### src/rtl/sudoku_pkg.sv
// Shared constants for the Sudoku display path: digit count and active-low
// seven-segment glyphs ordered {Ca..Cg}.
package sudoku_pkg;

    localparam int NUM_DIGITS = 4;

    localparam logic [6:0] SEG_BLANK = 7'h7F;

    // Hex glyphs as already used on the board (lower-case b and d).
    localparam logic [6:0] SEG_HEX [0:15] = '{
        7'b0000001, // 0
        7'b1001111, // 1
        7'b0010010, // 2
        7'b0000110, // 3
        7'b1001100, // 4
        7'b0100100, // 5
        7'b0100000, // 6
        7'b0001111, // 7
        7'b0000000, // 8
        7'b0000100, // 9
        7'b0001000, // A
        7'b1100000, // b
        7'b0110001, // C
        7'b1000010, // d
        7'b0110000, // E
        7'b0111000  // F
    };

endpackage

### src/rtl/ssd_hex_decoder.sv
// Combinational nibble-to-glyph lookup; reusable by any display path that
// needs the board's hex glyphs.
module ssd_hex_decoder
    import sudoku_pkg::*;
(
    input  logic [3:0] nibble,
    output logic [6:0] seg
);

    always_comb begin
        seg = SEG_HEX[nibble];
    end

endmodule

### src/rtl/sudoku_ssd_driver.sv
// Four-digit time-multiplexed seven-segment driver with guard interval,
// blanking, blinking and tear-free frame-aligned loads. SSD_DP_STATUS_EN adds DpMask.
module sudoku_ssd_driver
    import sudoku_pkg::*;
#(
    parameter int SCAN_BITS  = 18,
    parameter int GUARD      = 16,
    parameter int BLINK_BITS = 25
) (
    input  logic        Clk,
    input  logic        Reset_n,
    input  logic [15:0] Digits,
    input  logic        Load,
    input  logic [3:0]  Blank,
    input  logic [3:0]  Blink,
`ifdef SSD_DP_STATUS_EN
    input  logic [3:0]  DpMask,
`endif
    output logic [7:0]  An,
    output logic [6:0]  Seg,
    output logic        Dp,
    output logic        FrameStart
);

    localparam logic [SCAN_BITS-1:0] GUARD_OFF = SCAN_BITS'(GUARD);

    logic [SCAN_BITS+1:0]  scan_cnt;
    logic [BLINK_BITS-1:0] blink_cnt;

    logic [15:0] pend_digits, disp_digits;
    logic [3:0]  pend_blank, disp_blank;
    logic [3:0]  pend_blink, disp_blink;

    logic        frame_edge;
    logic [1:0]  slot;
    logic        in_window;
    logic        visible;
    logic [15:0] cur_digits;
    logic [3:0]  cur_blank, cur_blink;
    logic [3:0]  nibble;
    logic [6:0]  glyph;
    logic        dp_next;

    assign frame_edge = (scan_cnt == '0);
    assign slot       = scan_cnt[SCAN_BITS+1:SCAN_BITS];
    assign in_window  = (scan_cnt[SCAN_BITS-1:0] >= GUARD_OFF);

    // At the frame boundary the output stage already sees the data being
    // latched into the display registers, so a coincident Load shows at once.
    always_comb begin
        cur_digits = disp_digits;
        cur_blank  = disp_blank;
        cur_blink  = disp_blink;
        if (frame_edge) begin
            cur_digits = Load ? Digits : pend_digits;
            cur_blank  = Load ? Blank  : pend_blank;
            cur_blink  = Load ? Blink  : pend_blink;
        end
    end

    assign visible = in_window && !cur_blank[slot]
                     && !(cur_blink[slot] && blink_cnt[BLINK_BITS-1]);
    assign nibble  = cur_digits[{slot, 2'b00} +: 4];

    ssd_hex_decoder u_decoder (
        .nibble (nibble),
        .seg    (glyph)
    );

`ifdef SSD_DP_STATUS_EN
    logic [3:0] pend_dp, disp_dp, cur_dp;

    always_comb begin
        cur_dp = disp_dp;
        if (frame_edge) begin
            cur_dp = Load ? DpMask : pend_dp;
        end
    end

    assign dp_next = visible ? ~cur_dp[slot] : 1'b1;

    always_ff @(posedge Clk or negedge Reset_n) begin
        if (!Reset_n) begin
            pend_dp <= '0;
            disp_dp <= '0;
        end else begin
            if (Load) begin
                pend_dp <= DpMask;
            end
            if (frame_edge) begin
                disp_dp <= cur_dp;
            end
        end
    end
`else
    assign dp_next = 1'b1;
`endif

    always_ff @(posedge Clk or negedge Reset_n) begin
        if (!Reset_n) begin
            scan_cnt    <= '0;
            blink_cnt   <= '0;
            pend_digits <= '0;
            pend_blank  <= '0;
            pend_blink  <= '0;
            disp_digits <= '0;
            disp_blank  <= '0;
            disp_blink  <= '0;
            An          <= 8'hFF;
            Seg         <= SEG_BLANK;
            Dp          <= 1'b1;
            FrameStart  <= 1'b0;
        end else begin
            scan_cnt  <= scan_cnt + 1'b1;
            blink_cnt <= blink_cnt + 1'b1;
            if (Load) begin
                pend_digits <= Digits;
                pend_blank  <= Blank;
                pend_blink  <= Blink;
            end
            if (frame_edge) begin
                disp_digits <= cur_digits;
                disp_blank  <= cur_blank;
                disp_blink  <= cur_blink;
            end
            An         <= visible ? ~(8'd1 << slot) : 8'hFF;
            Seg        <= visible ? glyph : SEG_BLANK;
            Dp         <= dp_next;
            FrameStart <= frame_edge;
        end
    end

endmodule

### config.mk
export PLATFORM = sky130hd
export DESIGN_NAME = sudoku_ssd_driver
export DESIGN_NICKNAME = d
export VERILOG_FILES = /design/src/rtl/sudoku_pkg.sv /design/src/rtl/ssd_hex_decoder.sv /design/src/rtl/sudoku_ssd_driver.sv
export SDC_FILE = /design/constraint.sdc
export NUM_CORES = 1
export LEC_CHECK = 0
export CAP_MARGIN = 40
export CORE_ASPECT_RATIO = 1.5
export CORE_MARGIN = 1
export CORE_UTILIZATION = 55
export CTS_CLUSTER_SIZE = 24
export DETAILED_ROUTE_END_ITERATION = 16
export PLACE_DENSITY = 0.88
export SYNTH_ARGS = -nofsm -noshare
export SYNTH_HDL_FRONTEND = slang
export SYNTH_SLANG_ARGS = --single-unit
### constraint.sdc
create_clock -name Clk -period 7.6 [get_ports Clk]
set_clock_uncertainty 0.2 [all_clocks]
set_input_delay 1.52 -clock Clk [delete_from_list [all_inputs] [get_ports Clk]]
set_output_delay 1.52 -clock Clk [all_outputs]
set_load 0.05 [all_outputs]
==> reports/results.ini <==
[yosys]
ys_ff_latch = 105
synth_area_leaders = dfrtp_1, mux2_2, dfstp_2, xnor2_1, nand2_1
synth-seq-area-share = 0.5655
synth_edf_count = 0
yosysMostFrequentCell = dfrtp_1
synthMuxAreaShare = 0.1313
synth_top_family_by_area = multiplexers
netlist_area_um2 = 4671
synth-xor-area-share = 0.07688
ys.flop_type = dfrtp_1
synthSimpleGateAreaFrac = 0.1280
synthTopCellsByCount = dfrtp_1, mux2_2, nand2_1, xnor2_1, nand3_1
netlist.area_leader.share = 0.5036
synth-compound-area-share = 0.04768
syn_area_per_cell_um2 = 12.39
ys_warn_count = 0
synth_top_area_cell = dfrtp_1
synth_cells = 377
synthArstFlopShare = 1.000
yosysUniqueCellTypes = 45
synthAdderAreaFrac = 0.02411

[setup_path]
critical_path.startpoint_type = input port
cpMaxStageDelayCell = or4_4
critPathTopFamily = compound AO/OA/AOI/OAI gates
path_max_fanout = 24
arrival_ns = 4.27
path_buf_inv = 2
cpPeakStageDelay_ns = 0.53
required_ns = 7.67
worstPathCellList = clkdlybuf4s50_1, buf_4, mux2_2, or4_4, a31oi_4, ha_1, a21boi_0, a211oi_1, o21ai_0
path_class = in -> reg
worst_setup_path_end_kind = register

[placement]
place_hpwl_mm = 5.773
portBuffers = 38
dp.cells = 512
place.gp.congestion = 0.9892

[cts]
htree_levels = 3
cts_setup_buffers = 0
cts_root_buffer = clkbuf_16
clk_pin_slew_worst_paths_ns = 0.07
cts_tree = done
numCtsBuffers = 9
ctsHoldBuffers = 0
clock_latency_ns = 0.35
cts.sinks = 105
clk_path_buf_depth = 2
cts_resized = 0

[drt]
vias_per_cell = 5.542
post_drt_wl_per_cell_um = 16.33
ant_nets = 0
drt_first_iter_violations = 149
vias = 2926
dr.pass1.iters = 4
wl_mm = 8.624
drc = 0

[grt]
grt_pass1_wl_mm = 14.97
antenna_found_initial = 0
grt_start_max_net_pins = 70
busiest_layer = met2
gr-total-overflow = 0
met1_usage = 0.2425
grt_util_met3 = 0.03889
grt_pass1_vias = 3198
grtUsageMet2 = 0.4000
track_usage = 0.2203

[timing]
hold_viol_final = 0
finalSetupTns_ns = 0
setup_violations = 0
fin_crit_ns = 4.204
max_freq_mhz = 237.9
timing.final.crit_share = 0.5531
tightest_slew_ns = 0.8805
finalMaxSlewViolations = 0
grt_setup_unrepaired = false
slew-limit-headroom = 0.4130

[run_status]
status = completed

[power_and_ir_drop]
netSwitchingFraction = 0.2401
p_comb_frac = 0.101
internal-power_uw = 895.0
p_per_area_nw_per_um2 = 216.9
pwr-share-clk = 0.390
p_sw_uw = 282.8
peakVddDrop_uv = 143.9
finalPower_uw = 1178
sequentialPowerShare = 0.510
power.leakage_uw = 0.002371

[die]
die-area_um2 = 8872
die_h_um = 114.9
core_um2 = 8108
io_pins = 44
rows = 40
start_util = 0.5761
die_w_um = 77.24

[final_layout]
nets = 454
syn_to_final_growth_pct = 16.23
antennaDiodeCount = 0
drive_gt1_frac = 0.2104
fillers = 583
fin_cells = 528

[job]
drv_cap = 0

[hold_path]
min_path_type = reg -> reg

-- area by class of cell --
type                    count  area (um^2)  area share
clock buffers               9        225.2     0.04148
multi-input cells         250         1924      0.3545
well taps                 105        131.4     0.02420
repair buffers             40        392.9     0.07237
inverters                  12        45.04    0.008297
clock inverters             7        68.82     0.01268
flip-flops and latches    105         2641      0.4865
-- cell usage in the layout (no fill, tap or decap), types with 2 or more instances in the layout --
| cell type | n |
|---|---|
| a211oi_1 | 2 |
| nand3b_1 | 3 |
| nor4_2 | 3 |
| conb_1 | 5 |
| o21ai_0 | 6 |
| buf_4 | 3 |
| nor3_1 | 5 |
| a21boi_0 | 2 |
| dfstp_2 | 11 |
| mux2_2 | 47 |
| mux2i_1 | 5 |
| clkbuf_16 | 9 |
| clkinvlp_4 | 2 |
| inv_1 | 11 |
| a22oi_2 | 2 |
| nor2_1 | 16 |
| nand2_1 | 34 |
| dfrtp_1 | 94 |
| a21oi_1 | 4 |
| xnor2_1 | 28 |
| ha_1 | 9 |
| nand4_1 | 6 |
| nand3_1 | 25 |
| o31a_1 | 3 |
| clkinv_2 | 3 |
| clkdlybuf4s50_1 | 37 |
| and2_1 | 4 |
| and3_1 | 5 |
| and4_1 | 5 |
| xor2_1 | 13 |
| o221ai_1 | 4 |
-- registers in the layout, indices dropped and copies added (netlist names) --
signal       count
blink_cnt       25
scan_cnt        20
disp_digits     16
pend_digits     16
Seg              7
An               4
disp_blank       4
disp_blink       4
pend_blank       4
pend_blink       4
FrameStart       1
-- kinds of logic after synthesis --
| group | after synthesis |
|---|---|
| AOI/OAI and AO/OA | 28 |
| xor gates and xnor gates | 41 |
| adders and majority gates | 9 |
| buffers and inverters | 26 |
| DFF | 105 |
| muxes | 54 |
| other | 1 |
| and+or+nand+nor | 113 |
-- power by group through the flow --
| stage | clock network (uW) | logic (uW) | registers [uW] |
|---|---|---|---|
| 6_report | 459 | 119 | 600 |
| 2_1_floorplan | 0 | 55.3 | 628 |
| 3_5_place_dp | 0 | 119 | 610 |
| 3_3_place_gp | 0 | 114 | 608 |
| 5_1_grt | 487 | 130 | 603 |
| 4_1_cts | 465 | 120 | 600 |
-- per-layer routing --
metal,share of wire,up-vias
met5,0,-
met4,0.028,0
met2,0.54,74
li1,-,1379
met3,0.038,25
met1,0.39,1448
-- final timing paths --
path | start | end | slack (ns) | cells past startpoint
worst max-delay path | Load | Seg[3]$_DFF_PN1_ | 3.40 | 9
worst min-delay path | blink_cnt[0]$_DFF_PN0_ | blink_cnt[0]$_DFF_PN0_ | 0.26 | 1
worst max register to register | scan_cnt[18]$_DFF_PN0_ | Seg[5]$_DFF_PN1_ | 4.50 | 5
worst min register to register | blink_cnt[0]$_DFF_PN0_ | blink_cnt[0]$_DFF_PN0_ | 0.26 | 1
max in group asynchronous | Reset_n | disp_digits[2]$_DFFE_PN0N_ | 5.06 | 2
min in group asynchronous | Reset_n | blink_cnt[17]$_DFF_PN0_ | 0.92 | 1
-- worst register-to-register path, delay by kind of cell (launching register included) --
family | cells | cell delay (ns)
simple gates | 2 | 1.04
flops | 1 | 0.71
compound gates | 2 | 0.54
mux | 1 | 0.52
-- stage by stage --
stage,hold slack (ns),utilization,area [um^2],worst slack (ns)
2_1_floorplan,0.2342,-,4686,3.803
3_3_place_gp,0.2512,0.6333,5135,3.184
3_5_place_dp,0.2571,0.6333,5135,3.086
4_1_cts,0.2645,0.6696,5429,3.430
5_1_grt,0.2855,0.6696,5429,3.227
6_report,0.2639,0.6696,5429,3.396
Power figures use the tool's default switching activity.
